--- src/rtl/shift_pkg.sv ---
// Shared definitions for the universal shift register: mode encodings, engine states
// and the shift-mode classifier.
package shift_pkg;

   localparam logic [2:0] MODE_HOLD = 3'b000;
   localparam logic [2:0] MODE_SHL  = 3'b001;
   localparam logic [2:0] MODE_SHR  = 3'b010;
   localparam logic [2:0] MODE_ROL  = 3'b011;
   localparam logic [2:0] MODE_ROR  = 3'b100;
   localparam logic [2:0] MODE_ASR  = 3'b101;
   localparam logic [2:0] MODE_LOAD = 3'b110;
   localparam logic [2:0] MODE_CLR  = 3'b111;

   typedef enum logic {IDLE, BUSY} state_t;

   function automatic logic is_shift_mode(input logic [2:0] m);
      return (m >= MODE_SHL) && (m <= MODE_ASR);
   endfunction

endpackage

--- src/rtl/usr_cell.sv ---
// One bit of the universal register: async-reset flop behind an 8:1 next-value mux.
// Edge cells take the serial bit in place of the missing neighbour for logical shifts.
module usr_cell
   import shift_pkg::*;
#(
   parameter bit Lsb = 1'b0,
   parameter bit Msb = 1'b0
) (
   input  logic       clk,
   input  logic       rst,
   input  logic       en,
   input  logic [2:0] sel,
   input  logic       own,
   input  logic       left,
   input  logic       right,
   input  logic       dbit,
   input  logic       ser,
   output logic       q
);

   logic nxt;

   // left is bit i+1 and right is bit i-1, both wrapping, so rotates need no edge logic
   always_comb begin
      nxt = own;
      case (sel)
         MODE_HOLD: nxt = own;
         MODE_SHL:  nxt = Lsb ? ser : right;
         MODE_SHR:  nxt = Msb ? ser : left;
         MODE_ROL:  nxt = right;
         MODE_ROR:  nxt = left;
         MODE_ASR:  nxt = Msb ? own : left;
         MODE_LOAD: nxt = dbit;
         MODE_CLR:  nxt = 1'b0;
         default:   nxt = own;
      endcase
   end

   always_ff @(posedge clk or posedge rst) begin
      if (rst) begin
         q <= 1'b0;
      end else if (en) begin
         q <= nxt;
      end
   end

endmodule

--- src/rtl/univ_shift_reg.sv ---
// N-bit universal register with a multi-cycle shift engine that applies a latched
// shift/rotate mode cnt times, one bit per enabled cycle, with busy/done handshake.
module univ_shift_reg
   import shift_pkg::*;
#(
   parameter int unsigned N  = 8,
   parameter int unsigned CW = 4
) (
   input  logic          clk,
   input  logic          rst,
   input  logic          en,
   input  logic [2:0]    mode,
   input  logic [N-1:0]  d,
   input  logic          ser_lsb_in,
   input  logic          ser_msb_in,
   input  logic          start,
   input  logic [CW-1:0] cnt,
   output logic [N-1:0]  q,
   output logic          ser_msb_out,
   output logic          ser_lsb_out,
   output logic          busy,
   output logic          done
);

   state_t        state_q, state_d;
   logic [2:0]    mode_q, mode_d;
   logic [CW-1:0] count_q, count_d;
   logic          done_q, done_d;
   logic [2:0]    sel;

   always_comb begin
      state_d = state_q;
      mode_d  = mode_q;
      count_d = count_q;
      done_d  = done_q;
      sel     = MODE_HOLD;
      if (en) begin
         done_d = 1'b0;
         case (state_q)
            IDLE: begin
               // An accepted start only latches; q is untouched on the accepting edge
               if (start && is_shift_mode(mode)) begin
                  if (cnt == '0) begin
                     done_d = 1'b1;
                  end else begin
                     state_d = BUSY;
                     mode_d  = mode;
                     count_d = cnt;
                  end
               end else begin
                  sel = mode;
               end
            end
            BUSY: begin
               sel     = mode_q;
               count_d = count_q - 1'b1;
               if (count_q == CW'(1)) begin
                  state_d = IDLE;
                  done_d  = 1'b1;
               end
            end
            default: state_d = IDLE;
         endcase
      end
   end

   always_ff @(posedge clk or posedge rst) begin
      if (rst) begin
         state_q <= IDLE;
         mode_q  <= MODE_HOLD;
         count_q <= '0;
         done_q  <= 1'b0;
      end else begin
         state_q <= state_d;
         mode_q  <= mode_d;
         count_q <= count_d;
         done_q  <= done_d;
      end
   end

   for (genvar i = 0; i < N; i++) begin : g_cell
      usr_cell #(
         .Lsb(i == 0),
         .Msb(i == N - 1)
      ) u_cell (
         .clk  (clk),
         .rst  (rst),
         .en   (en),
         .sel  (sel),
         .own  (q[i]),
         .left (q[(i + 1) % N]),
         .right(q[(i + N - 1) % N]),
         .dbit (d[i]),
         .ser  ((i == 0) ? ser_lsb_in : ser_msb_in),
         .q    (q[i])
      );
   end

   assign ser_msb_out = q[N-1];
   assign ser_lsb_out = q[0];
   assign busy        = (state_q == BUSY);
   assign done        = done_q;

endmodule

--- config.mk ---
export PLATFORM = sky130hd
export DESIGN_NAME = univ_shift_reg
export DESIGN_NICKNAME = d
export VERILOG_FILES = /design/src/rtl/shift_pkg.sv /design/src/rtl/usr_cell.sv /design/src/rtl/univ_shift_reg.sv
export SDC_FILE = /design/constraint.sdc
export NUM_CORES = 1
export LEC_CHECK = 0
export CORE_MARGIN = 8
export CORE_UTILIZATION = 41
export DETAILED_ROUTE_END_ITERATION = 10
export PLACE_DENSITY = 0.69
export SLEW_MARGIN = 20
export SYNTH_ARGS = -nofsm -noshare
export SYNTH_HDL_FRONTEND = slang
export SYNTH_SLANG_ARGS = --single-unit
--- constraint.sdc ---
create_clock -name clk -period 2.4 [get_ports clk]
set_clock_uncertainty 0.1 [all_clocks]
set_input_delay 0.48 -clock clk [delete_from_list [all_inputs] [get_ports clk]]
set_output_delay 0.48 -clock clk [all_outputs]
set_load 0.005 [all_outputs]
== Yosys cells after proc, flatten, opt, wreduce, memory -nomap -nowiden ==
Index checks and enable logic that the tools add are counted.
Word-level totals
  register bits: 17
  bits of input ports: 21
  output and inout port bits: 12
  word-level logic and storage cells: 62
Cells by class
  add/sub/neg operators: 1
  order comparisons: 2
  equal/unequal tests: 10
  multiplexer cells: 22
  bitwise gates (word level): 4
  reduce and logical (&&, ||, !) cells: 11
Operator list (count)
  1-bit case mux with 4 select lines: 6
  3-bit == test (second input constant): 4
  1-bit case mux with 5 select lines: 2
  4-bit 2-to-1 mux: 2
  4-bit case mux with 2 select lines: 1
  3-bit by 2-bit == test with 1-bit output (second input constant): 2
  1-bit 2-to-1 mux: 6
  3-bit 2-to-1 mux: 2
  3-bit case mux with 2 select lines: 1
  4-bit by 1-bit == test with 1-bit output (second input constant): 1
  4-bit zero test: 1
  2-bit != test (second input constant): 2
  1-bit inverter: 4
  1-bit case mux with 2 select lines: 2
  2-bit AND reduction: 2
  4-bit AND reduction: 1
  2-bit OR reduction: 2
  4-bit by 1-bit subtractor with 4-bit output (second input constant): 1
  3-bit by 1-bit == test with 1-bit output (second input constant): 1
  3-bit by 1-bit greater-or-equal comparator with 1-bit output (second input constant): 1
  3-bit less-or-equal comparator (second input constant): 1
  3-bit zero test: 1
  3-bit AND reduction: 1
  3-bit OR reduction: 1
  1-bit logical AND: 2

== Depth between registers and ports, before layout ==
Gate-level depths: netlist of run 1.
  depth in word-level cells: 10
  mapped depth: 8
  depth with buffers taken out: 6

== Cells and area by module ==
Synthesis of run 1 repeated with hierarchy kept, for this count alone.
Second synthesis, totals
  cells, all modules: 147
  area total of the unflattened synthesis: 1371.3 um^2
By module, submodules not included
  univ_shift_reg: instances 1, cells each 65, area an instance 601.8 um^2, sequential area each 225.2 um^2
  usr_cell at g_cell[1].u_cell ...: instances 6, cells each 11, area an instance 96.3 um^2, sequential area each 25.0 um^2
  usr_cell at g_cell[0].u_cell: instances 1, cells each 7, area an instance 98.8 um^2, sequential area each 25.0 um^2
  usr_cell at g_cell[7].u_cell: instances 1, cells each 9, area an instance 92.6 um^2, sequential area each 25.0 um^2

== Worst setup path before layout of run 1 ==
Ideal clock, no wire load.
  path type: register to register
  start: reg state_q (netlist: busy)
  end: reg g_cell[1].u_cell.q
  library setup time: 0.123 ns
  arrival time: 1.580 ns
  path slack: 0.597 ns
  stages on the path, launching flop included: 8
  path buffers: 1
  cell sequence: dfrtp_1 > buf_6 > nand2b_4 > o21ai_4 > nand2_4 > mux2_4 > a211oi_1 > o21ai_1
Between the ends
  longest elaborated chain between the ends: 6
Ends and longest elaborated chain
  start, declared: RTL line univ_shift_reg.sv:25  | state_t state_q, state_d;
  start signal, assigned: RTL line univ_shift_reg.sv:74  | state_q <= state_d;
  1-bit inverter (no line)
  3-bit case mux with 2 select lines (*): RTL line univ_shift_reg.sv:39  | case (state_q)
  3-bit 2-to-1 mux (*): RTL line univ_shift_reg.sv:37  | if (en) begin
  3-bit by 2-bit == test with 1-bit output (tied with other cells): RTL line usr_cell.sv:26  | case (sel)
  3-bit OR reduction (no line) (tied with other cells)
  1-bit case mux with 4 select lines / 2-bit AND reduction (equally long branches)
  end signal, assigned: RTL line usr_cell.sv:43  | q <= nxt;
  end, declared: RTL line usr_cell.sv:18  | output logic q
Mark *: on every way between the ends. The rest lies on a longest branch, timed or not.
A chain may end at the register's enable or synchronous reset.

== Worst setup path after layout of run 1 ==
  start: reg state_q (netlist: busy)
  end: out busy
RTL lines
  end, declared: RTL line univ_shift_reg.sv:21  | output logic busy,
No word-level cell between the ends.

==> results of run 1 <==
[per-stage QoR]
stage / setup WS [ns] / setup TNS [ns] / cells
after floorplan: 0.5973 / 0 / 148
after global placement: 0.01009 / 0 / 228
after detailed placement: -0.06179 / -0.2040 / 228
after CTS: 0.1368 / 0 / 232
after global routing: 0.05069 / 0 / 232
final: 0.1477 / 0 / 232
[flip-flops by register name, indices dropped and copies added, names as in the netlist]
name / flops
g_cell.u_cell.q: 8
count_q: 4
mode_q: 3
busy: 1
done: 1
[synthesized netlist by cell type (all sizes together)]
library cell | count | area share (%)
ha | 2 | 1.9
a21oi | 5 | 1.9
or3 | 1 | 0.49
a31o | 1 | 0.68
buf | 13 | 7.3
nand2b | 5 | 3.0
nor2 | 9 | 2.6
o22a | 1 | 0.68
xnor2 | 1 | 0.68
o21ai | 17 | 8.4
maj3 | 1 | 0.78
and2 | 1 | 0.49
nand3 | 3 | 1.2
mux2 | 4 | 3.8
a22oi | 1 | 0.58
a221o | 1 | 0.78
o21a | 6 | 3.5
nor2b | 4 | 2.1
o211ai | 2 | 1.2
a21bo | 1 | 0.78
dfrtp | 17 | 33
a32oi | 2 | 1.4
inv | 8 | 2.3
and3 | 2 | 0.97
a311o | 1 | 0.78
a211oi | 6 | 3.5
nor4b | 1 | 0.68
o22ai | 1 | 0.49
nand2 | 16 | 5.5
and4 | 2 | 1.4
nor3b | 2 | 1.2
nor3 | 4 | 1.6
a31oi | 2 | 1.5
a2111oi | 1 | 0.68
o21bai | 1 | 0.58
nor4 | 1 | 0.49
o311a | 1 | 0.78
clkbuf | 1 | 0.29
[cell type report]
cell class,instances,area [sq um],area share [%]
inverter,8,30.03,1.728
multi-input combinational,109,732.0,42.12
sequential,17,425.4,24.48
clock buffer,3,22.52,1.296
clock inverter,1,5.005,0.2880
tap,44,55.05,3.168
timing repair buffer,50,467.9,26.93
[worst paths after layout]
kind	startpoint	end	slack, ns
min in group asynchronous	rst	g_cell[2].u_cell.q	0.48
max in group asynchronous	rst	count_q[0]	1.28
setup / recovery	busy	busy	0.15
hold reg to reg	count_q[1]	count_q[1]	0.42
hold / removal	count_q[1]	count_q[1]	0.42
setup reg to reg	busy	g_cell[1].u_cell.q	0.25
[report_power, final]
| part | total (W) | leakage [nW] | switching, W | internal (W) |
|---|---|---|---|---|
| Sequential | 0.000592 | 0.198 | 0.000167 | 0.000425 |
| Combinational | 0.00110 | 0.515 | 0.000489 | 0.000614 |
| Clock | 0.000162 | 0.0177 | 0.0000998 | 0.0000621 |
| Total | 0.00186 | 0.731 | 0.000756 | 0.00110 |
[cell families (layout without fill, tap and decap cells)]
family | after synthesis | count (layout)
AOI/OAI and AO/OA | 50 | 50
xor gates and xnor gates | 1 | 1
adders and majority gates | 3 | 3
buffers and inverters | 22 | 62
DFF | 17 | 17
muxes | 4 | 4
and+or+nand+nor | 51 | 51
[per-layer routing]
metal | track usage (%) | vias to the layer above | part of all wire, %
li1 | - | 610 | -
met1 | 14.47 | 573 | 44
met2 | 22.87 | 29 | 50
met3 | 2.893 | 4 | 5.7
met4 | 5.215 | 0 | 0.97
met5 | 0 | - | 0
==> results.rst, run 1 <==
.. list-table::
   :header-rows: 1

   * - Metric
     - Value
   * - Mean instance size in the synthesized netlist
     - 8.682 sq um
   * - Arithmetic-cell share of the synthesized area counting full adders, half adders and majority gates
     - ~2.7%
   * - Buf/Inv on CP
     - 1
   * - Final #Nets
     - about 210
   * - Total detailed-routing wirelength
     - approximately 3200 microns
   * - Final design utilization
     - between 50% and 60%
   * - Clk Latency, worst-skew pair
     - ~0.3 ns
   * - Largest fanout of any net on the critical path
     - 21
   * - First-pass detailed-route iteration total
     - 4
   * - Sequential fraction of the synthesis area
     - between 30 and 40%
   * - Area of the mapped netlist
     - between 0.001 and 0.0015 sq mm
   * - Antenna violations before repair
     - 0
   * - Required time of the worst setup path
     - roughly 1.8 ns
   * - Max Cap Violations
     - 0
   * - Final std cell area, no fill
     - approximately 0.0017 sq mm
   * - Hold_buf cts
     - 0
   * - Critical Path Stages
     - 1
   * - Combinational family with the most area after synthesis
     - compound AO/OA/AOI/OAI gates
   * - Setup repair after global routing missed its margin
     - no
   * - Count of instances resized after the clock tree is built
     - 0
   * - Number of cell rows
     - 20
   * - Post-Synth Simple-Gate Area
     - a little over a fifth
   * - Effective utilization at floorplan
     - 42.44%
   * - Routability congestion estimate
     - 0.8257
   * - Startpoint kind of the worst setup timing path
     - flip-flop
   * - Slowest stage delay, CP
     - roughly 0.75 ns
   * - Antenna diodes
     - 0
   * - Share of the cycle needed by the critical path after routing
     - 93.85%
   * - Number of inserted filler cells in the final layout
     - between 200 and 300
   * - Count of boundary I/O pins
     - 33
   * - Worst r2r path cells
     - 5
   * - GRT overflow
     - 0
   * - Achievable Freq
     - approximately 440 MHz
   * - Vias
     - roughly 1200
   * - Number of nets still failing antenna checks after routing
     - 0
   * - Post-Synthesis Cells
     - between 100 and 150
   * - Critical path start-end classification
     - reg2out
   * - Layout overhead on the synthesized area
     - 35.25%
   * - Power per cell area
     - 1069 mW/mm^2
   * - Synthesis Warnings
     - 0
   * - CTS max path bufs
     - 2
   * - Fraction of layout instances using a drive strength above 1
     - about a fifth
   * - Count of unique library cells instantiated by Yosys
     - 49
   * - Commonest non-fill, non-tap cell in the layout
     - sky130_fd_sc_hd__clkdlybuf4s50_1
   * - Leakage power
     - roughly 0.73 nW
   * - CTS tree
     - done
   * - Placed wire-length estimate
     - 2516 microns
   * - Maximum number of pins on one net before global-route repair
     - 22
   * - Count of endpoints failing hold in the final timing report
     - 0
   * - Normalized max-slew margin
     - 54.01%
   * - Via density
     - roughly 5.2
   * - Global-route wire length before repair
     - roughly 5500 microns
   * - Number of global-route vias before repair
     - 1266
   * - Post-Route Hold Slack
     - ~0.42 ns
   * - Share of cell area taken by muxes after synthesis
     - 3.797%
   * - Synthesized Nets
     - around 170
   * - Global-route usage over all layers
     - 12.89%
   * - Number of buffers added by the clock tree synthesis step
     - 3
   * - Worst min-delay path class
     - reg2reg
   * - Die Y-Extent
     - 71.99 microns
   * - Status
     - complete, no violations
   * - Die ar.
     - just over 0.005 sq mm
   * - Critical path capture point type
     - primary output
   * - Register bit total from synthesis
     - 17
   * - Clock-pin slew reported for the worst setup and hold paths after clock tree synthesis
     - approximately 0.10 ns
   * - Area share of xor/xnor cells in the synthesized design
     - less than 1%
   * - Die span in x
     - 71.99 microns
   * - Total setup buffers inserted after CTS
     - 0
   * - Total placed instance area
     - 0.001710 sq mm
   * - Time the worst path needs with I/O delays and setup
     - 2.252 ns
   * - Pins Over Slew Limit
     - 0
   * - Crit-path cells
     - clkdlybuf4s50_1
   * - CTS HTree Levels
     - 1
   * - Library cell used as clock root buffer
     - sky130_fd_sc_hd__clkbuf_4
   * - Crit path DAT
     - approximately 1.7 ns
   * - Count of cells along the worst hold path
     - 2
   * - Wire length per cell after detailed routing
     - around 14 microns
   * - Final Total Pwr
     - 0.001858 W
   * - Complex-gate fraction of the synthesized area
     - approximately 28%
   * - Commonest cells after routing, fill and taps aside
     - sky130_fd_sc_hd__clkdlybuf4s50_1, sky130_fd_sc_hd__dfrtp_1, sky130_fd_sc_hd__buf_4
   * - Drt drc
     - 0
   * - Violation count after the first detailed-route iteration
     - 75
   * - Worst vdd rail ir drop
     - 0.4640 mV
   * - Master of the slowest instance on the critical path
     - sky130_fd_sc_hd__dfrtp_1
   * - Port-buffer cells
     - 32
   * - Slew at the pin with the worst max-slew slack
     - 0.6891 ns
   * - Final setup violating endpoints
     - 0
   * - Sinks on the clock net
     - 17
   * - Placeable core area
     - approximately 0.0030 sq mm
   * - Cell family with most CP delay
     - flip-flops
Power figures use the tool's default switching activity.
==> run 2: changes to the inputs <==
==> constraint.sdc (replaced) <==
create_clock -name clk -period 2.7 [get_ports clk]
set_clock_uncertainty 0.1 [all_clocks]
set_input_delay 0.54 -clock clk [delete_from_list [all_inputs] [get_ports clk]]
set_output_delay 0.54 -clock clk [all_outputs]
set_load 0.005 [all_outputs]
==> run 2 against run 1 <==
  * Combinational power is 20% lower
  * Critical endpoint is now g_cell[3].u_cell.q
  * Clock power is 14% lower
  * Highest routed layer unchanged
  * Final area is 6.8% lower
  * Largest power group unchanged
==> results.rst, run 2 (synthesized netlist as in run 1, its figures left out) <==
.. list-table::
   :header-rows: 1

   * - Metric
     - Value
   * - Share of power burned in combinational logic
     - 57.0%
   * - Count of endpoints failing hold in the final timing report
     - 0
   * - Count of instances resized after the clock tree is built
     - 0
   * - Final setup violating endpoints
     - 0
   * - CTS tree
     - done
   * - Cell-internal power
     - a little over 0.0009 W
   * - Worst vdd rail ir drop
     - about 0.48 mV
   * - Port-buffer cells
     - 32
   * - Area taken by multi-input logic gates
     - ~730 sq um
   * - Achievable Freq
     - 439.6 MHz
   * - Register ranked first by flip-flop count
     - g_cell.u_cell.q
   * - Critical path start-end classification
     - in2reg
   * - Global-route wire length before repair
     - 5168 microns
   * - CTS HTree Levels
     - 1
   * - Setup_tns
     - 0 ns
   * - Worst r2r path cells
     - 5
   * - Normalized max-slew margin
     - about 55%
   * - Placeable core area
     - 0.003028 sq mm
   * - Die Y-Extent
     - approximately 72 microns
   * - Crit path DAT
     - 2.36 ns
   * - Antenna diodes
     - 0
   * - Sinks on the clock net
     - 17
   * - Number of cell rows
     - 20
   * - Placed wire-length estimate
     - about 2300 microns
   * - Die ar.
     - 0.005182 sq mm
   * - Required time of the worst setup path
     - between 2 and 3 ns
   * - Pins Over Slew Limit
     - 0
   * - Final #Nets
     - 198
   * - Power per cell area
     - between 900 and 1000 mW/mm^2
   * - Commonest non-fill, non-tap cell in the layout
     - sky130_fd_sc_hd__clkdlybuf4s50_1
   * - Worst min-delay path class
     - reg2reg
   * - Max Cap Violations
     - 0
   * - Total setup buffers inserted after CTS
     - 0
   * - Hold_buf cts
     - 0
   * - Clk Latency, worst-skew pair
     - roughly 0.29 ns
   * - Net switching fraction of the power
     - between 40% and 50%
   * - Commonest cells after routing, fill and taps aside
     - sky130_fd_sc_hd__clkdlybuf4s50_1, sky130_fd_sc_hd__dfrtp_1, sky130_fd_sc_hd__nand2_1
   * - GRT overflow
     - 0
   * - Largest fanout of any net on the critical path
     - 7
   * - Slew at the pin with the worst max-slew slack
     - ~0.68 ns
   * - First-pass detailed-route iteration total
     - 4
   * - Effective utilization at floorplan
     - between 40% and 50%
   * - Startpoint kind of the worst setup timing path
     - primary input
   * - Routability congestion estimate
     - about 0.79
   * - Violation count after the first detailed-route iteration
     - 65
   * - Max FFs per register
     - 8
   * - Wire length per cell after detailed routing
     - between 10 and 15 microns
   * - Library cell used as clock root buffer
     - sky130_fd_sc_hd__clkbuf_4
   * - Number of nets still failing antenna checks after routing
     - 0
   * - Drt drc
     - 0
   * - Number of inserted filler cells in the final layout
     - approximately 300
   * - CTS max path bufs
     - 2
   * - Number of global-route vias before repair
     - around 1100
   * - Flop pwr share
     - around a third
   * - Antenna violations before repair
     - 0
   * - Setup repair after global routing missed its margin
     - no
   * - Number of buffers added by the clock tree synthesis step
     - 3
   * - Time the worst path needs with I/O delays and setup
     - ~2.3 ns
   * - Via density
     - approximately 5.3
   * - Status
     - complete, no violations
   * - Share of the cycle needed by the critical path after routing
     - 84.25%
   * - Area taken by flip-flops and latches
     - between 400 and 500 sq um
   * - Global-route usage over all layers
     - 12.04%
   * - Total detailed-routing wirelength
     - 3009 microns
   * - Die span in x
     - roughly 70 microns
   * - Fraction of layout instances using a drive strength above 1
     - between 10% and 20%
   * - Leakage power
     - 0.6545 nW
   * - Count of cells along the worst hold path
     - 2
   * - Clock share of power
     - roughly 9%
   * - Final Total Pwr
     - between 0.0015 and 0.002 W
   * - Count of boundary I/O pins
     - 33
   * - Net switching power
     - ~0.00064 W
   * - Vias
     - approximately 1200
   * - Maximum number of pins on one net before global-route repair
     - 22
   * - Layout overhead on the synthesized area
     - 26.00%
   * - Largest registers
     - g_cell.u_cell.q: 8 flops, count_q: 4 flops, mode_q: 3 flops
   * - Clock-pin slew reported for the worst setup and hold paths after clock tree synthesis
     - 0.10 ns
   * - Critical path capture point type
     - flip-flop
run 2: changes by cell type in the layout (fill, tap and decap cells not counted), sizes merged:
cell    delta
clkbuf     +1
buf       -14
clkinv     -1
run 2: routing by layer:
metal,part of all wire (%),routed length (microns),GRT usage [%]
met2,48,1440,20.95
met4,0.43,13,2.041
met3,6.2,188,4.408
met5,0,0,0
met1,45,1365,13.88
run 2: worst max-delay path: stages:
cell and delay [ns]:
sky130_fd_sc_hd__clkdlybuf4s50_1 0.56, sky130_fd_sc_hd__a21bo_2 0.30, sky130_fd_sc_hd__a31o_1 0.28, sky130_fd_sc_hd__mux2_4 0.32, sky130_fd_sc_hd__a211oi_1 0.26, sky130_fd_sc_hd__o21ai_1 0.09
run 2: worst paths after layout:
check	to	from	slack, ns
min in group asynchronous	g_cell[5].u_cell.q	rst	0.55
min reg2reg	count_q[1]	count_q[1]	0.41
max	g_cell[3].u_cell.q	mode[1]	0.43
max in group asynchronous	mode_q[1]	rst	1.52
max reg2reg	g_cell[3].u_cell.q	busy	0.56
min	count_q[1]	count_q[1]	0.41
run 2: layout make-up:
type / instances / share of cell area (%)
flip-flops and latches: 17 / 26.28
well taps: 44 / 3.400
clock buffers: 4 / 1.623
repair buffers: 36 / 21.64
multi-input cells: 109 / 45.21
inverters: 8 / 1.855
run 2: power groups by stage:
stage	logic [W]	clock network [W]	registers, W
finish	0.000881	0.000139	0.000526
global route	0.000985	0.000161	0.000550
CTS	0.000891	0.000146	0.000526
detailed placement	0.000885	0	0.000530
global placement	0.000869	0	0.000526
floorplan	0.000701	0	0.000473
run 2: through the flow:
stage | instances | utilization, % | hold slack, ns | worst slack, ns | area (sq um)
floorplan | 148 | - | 0.3653 | 0.8525 | 1285
global placement | 214 | 52.60 | 0.3898 | 0.1702 | 1593
detailed placement | 214 | 52.60 | 0.4017 | 0.1309 | 1593
CTS | 218 | 53.47 | 0.4245 | 0.4234 | 1619
global route | 218 | 53.47 | 0.4697 | 0.3041 | 1619
finish | 218 | 53.47 | 0.4119 | 0.4253 | 1619
==> run 3: changes to the inputs <==
--- a/config.mk
+++ b/config.mk
@@ -8,7 +8,7 @@
 export CORE_MARGIN = 8
 export CORE_UTILIZATION = 41
 export DETAILED_ROUTE_END_ITERATION = 10
-export PLACE_DENSITY = 0.69
+export PLACE_DENSITY = 0.72
 export SLEW_MARGIN = 20
 export SYNTH_ARGS = -nofsm -noshare
 export SYNTH_HDL_FRONTEND = slang
==> constraint.sdc (replaced) <==
create_clock -name clk -period 1.87 [get_ports clk]
set_clock_uncertainty 0.1 [all_clocks]
set_input_delay 0.374 -clock clk [delete_from_list [all_inputs] [get_ports clk]]
set_output_delay 0.374 -clock clk [all_outputs]
set_load 0.005 [all_outputs]
==> run 3 against run 2 <==
  * First-iteration DRC count up 7.7%
  * Register-to-register slack worse by 0.47 ns
  * Largest cell class unchanged
  * Core utilization up 7.5 points
  * Global-route usage up 0.72 points
  * Power up 63%
  * Sequential cell count unchanged
  * Combinational power up 78%
  * Critical path depth unchanged
  * Largest power group unchanged
==> results.rst, run 3 (synthesized netlist as in run 1, its figures left out) <==
.. list-table::
   :header-rows: 1

   * - Metric
     - Value
   * - Global-route wire length before repair
     - between 5000 and 6000 microns
   * - Max FFs per register
     - 8
   * - Startpoint kind of the worst setup timing path
     - primary input
   * - Peak-usage layer in the global routing report
     - met2
   * - Number of inserted filler cells in the final layout
     - around 270
   * - Buf/Inv on CP
     - 1
   * - Die Y-Extent
     - 71.99 microns
   * - Clk Latency, worst-skew pair
     - 0.30 ns
   * - Largest fanout of any net on the critical path
     - 6
   * - Die ar.
     - ~0.0052 sq mm
   * - Layout overhead on the synthesized area
     - 43.62%
   * - Share of the cycle needed by the critical path after routing
     - a little over nine tenths
   * - Critical path capture point type
     - flip-flop
   * - Global routing met2 resource utilization
     - around 23%
   * - Normalized max-slew margin
     - approximately 72%
   * - Drt drc
     - 0
   * - Antenna diodes
     - 0
   * - Crit-path cells
     - clkdlybuf4s50_1, nor2b_2, a31o_4, mux2_4, a211oi_2, o21ai_1
   * - GRT overflow
     - 0
   * - Met3 global-route usage
     - 4.408%
   * - Routability congestion estimate
     - 0.8303
   * - Wire length per cell after detailed routing
     - about 14 microns
   * - Number of global-route vias before repair
     - about 1200
   * - Crit path DAT
     - approximately 1.9 ns
   * - Antenna violations before repair
     - 0
   * - CTS tree
     - done
   * - First-pass detailed-route iteration total
     - 4
   * - Commonest non-fill, non-tap cell in the layout
     - sky130_fd_sc_hd__clkdlybuf4s50_1
   * - Largest registers
     - g_cell.u_cell.q: 8 flops, count_q: 4 flops, mode_q: 3 flops
   * - Slowest stage delay, CP
     - roughly 0.45 ns
   * - Status
     - complete, no violations
   * - Hold_buf cts
     - 0
   * - Clock-pin slew reported for the worst setup and hold paths after clock tree synthesis
     - roughly 0.10 ns
   * - Placeable core area
     - about 0.003 sq mm
   * - Sinks on the clock net
     - 17
   * - Count of endpoints failing hold in the final timing report
     - 0
   * - Placed wire-length estimate
     - ~2500 microns
   * - Worst min-delay path class
     - in2async
   * - Fraction of layout instances using a drive strength above 1
     - 27.46%
   * - Port-buffer cells
     - 32
   * - Slew at the pin with the worst max-slew slack
     - 0.4093 ns
   * - Time the worst path needs with I/O delays and setup
     - roughly 1.8 ns
   * - Total detailed-routing wirelength
     - about 3300 microns
   * - Maximum number of pins on one net before global-route repair
     - 18
   * - Leakage power
     - around 0.77 nW
   * - Master of the slowest instance on the critical path
     - sky130_fd_sc_hd__clkdlybuf4s50_1
   * - Final #Nets
     - 217
   * - Worst vdd rail ir drop
     - 0.6978 mV
   * - Post-Route Hold Slack
     - roughly 0.28 ns
   * - Number of buffers added by the clock tree synthesis step
     - 3
   * - Library cell used as clock root buffer
     - sky130_fd_sc_hd__clkbuf_4
   * - Count of boundary I/O pins
     - 33
   * - Final worst slack
     - around 0.055 ns
   * - Commonest cells after routing, fill and taps aside
     - sky130_fd_sc_hd__clkdlybuf4s50_1, sky130_fd_sc_hd__buf_4, sky130_fd_sc_hd__dfrtp_1
   * - Cell family with most CP delay
     - compound AO/OA/AOI/OAI gates
   * - CTS max path bufs
     - 2
   * - Violation count after the first detailed-route iteration
     - 70
   * - Met1 track demand over resource in global routing
     - ~14%
   * - Register ranked first by flip-flop count
     - g_cell.u_cell.q
   * - Required time of the worst setup path
     - approximately 2.0 ns
   * - Via density
     - 5.253
   * - Vias
     - 1245
   * - Achievable Freq
     - ~550 MHz
   * - Number of nets still failing antenna checks after routing
     - 0
   * - CTS HTree Levels
     - 1
   * - Number of cell rows
     - 20
   * - Post-Place Worst Slack
     - -0.5313 ns
   * - Final setup violating endpoints
     - 0
   * - Global-route usage over all layers
     - 12.76%
   * - Max Cap Violations
     - 0
   * - Effective utilization at floorplan
     - between 40% and 50%
   * - Critical path start-end classification
     - in2reg
   * - Die span in x
     - roughly 72 microns
   * - Power per cell area
     - approximately 1400 mW/mm^2
   * - Pins Over Slew Limit
     - 0
[run 3: worst paths after layout]
path | cells after the start | endpoint | from | slack [ns]
setup / recovery | 6 | g_cell[1].u_cell.q | en | 0.06
setup reg to reg | 6 | g_cell[1].u_cell.q | busy | 0.09
hold reg to reg | 2 | count_q[1] | count_q[1] | 0.42
min in group clk | 2 | count_q[1] | count_q[1] | 0.42
hold / removal | 3 | g_cell[4].u_cell.q | rst | 0.28
max in group asynchronous | 3 | busy | rst | 1.18
[run 3: layout make-up]
class / count / area [sq um] / share of cell area (%)
timing repair buffer: 55 / 493.0 / 26.71
multi-input combinational: 109 / 813.3 / 44.07
inverter: 8 / 30.03 / 1.627
sequential: 17 / 426.7 / 23.12
clock inverter: 1 / 5.005 / 0.2712
clock buffer: 3 / 22.52 / 1.220
tap: 44 / 55.05 / 2.983
[run 3: where the power goes]
group / internal (W) / switching (W)
clock: 0.0000797 / 0.000120
sequential: 0.000548 / 0.000205
combinational: 0.000867 / 0.000703
total: 0.00149 / 0.00103
[run 3: metal layers]
metal  share of wire [%]  vias up
li1                    -      620
met1                  43      599
met2                  51       24
met3                 5.4        2
met4                0.46        0
met5                   0        -
[run 3: repair_timing]
item	4_1_cts	5_1_grt
resized for setup	14	5
pin swaps	0	1
endpoints found under the setup margin	16	9
setup buffers	0	2
[run 3: worst min-delay path, delay by kind of cell]
| family | cells | cell delay (ns) |
|---|---|---|
| buffers and inverters | 3 | 0.69 |
[run 3: through the flow]
step | total power, W | TNS [ns] | cell area [sq um] | util, % | instances
floorplan | 0.001696 | 0 | 1285 | - | 148
global placement | 0.002144 | -6.481 | 1720 | 56.82 | 231
detailed placement | 0.002187 | -7.040 | 1720 | 56.82 | 231
CTS | 0.002482 | 0 | 1805 | 59.63 | 235
global route | 0.002732 | -0.03201 | 1846 | 60.95 | 237
finish | 0.002523 | 0 | 1846 | 60.95 | 237
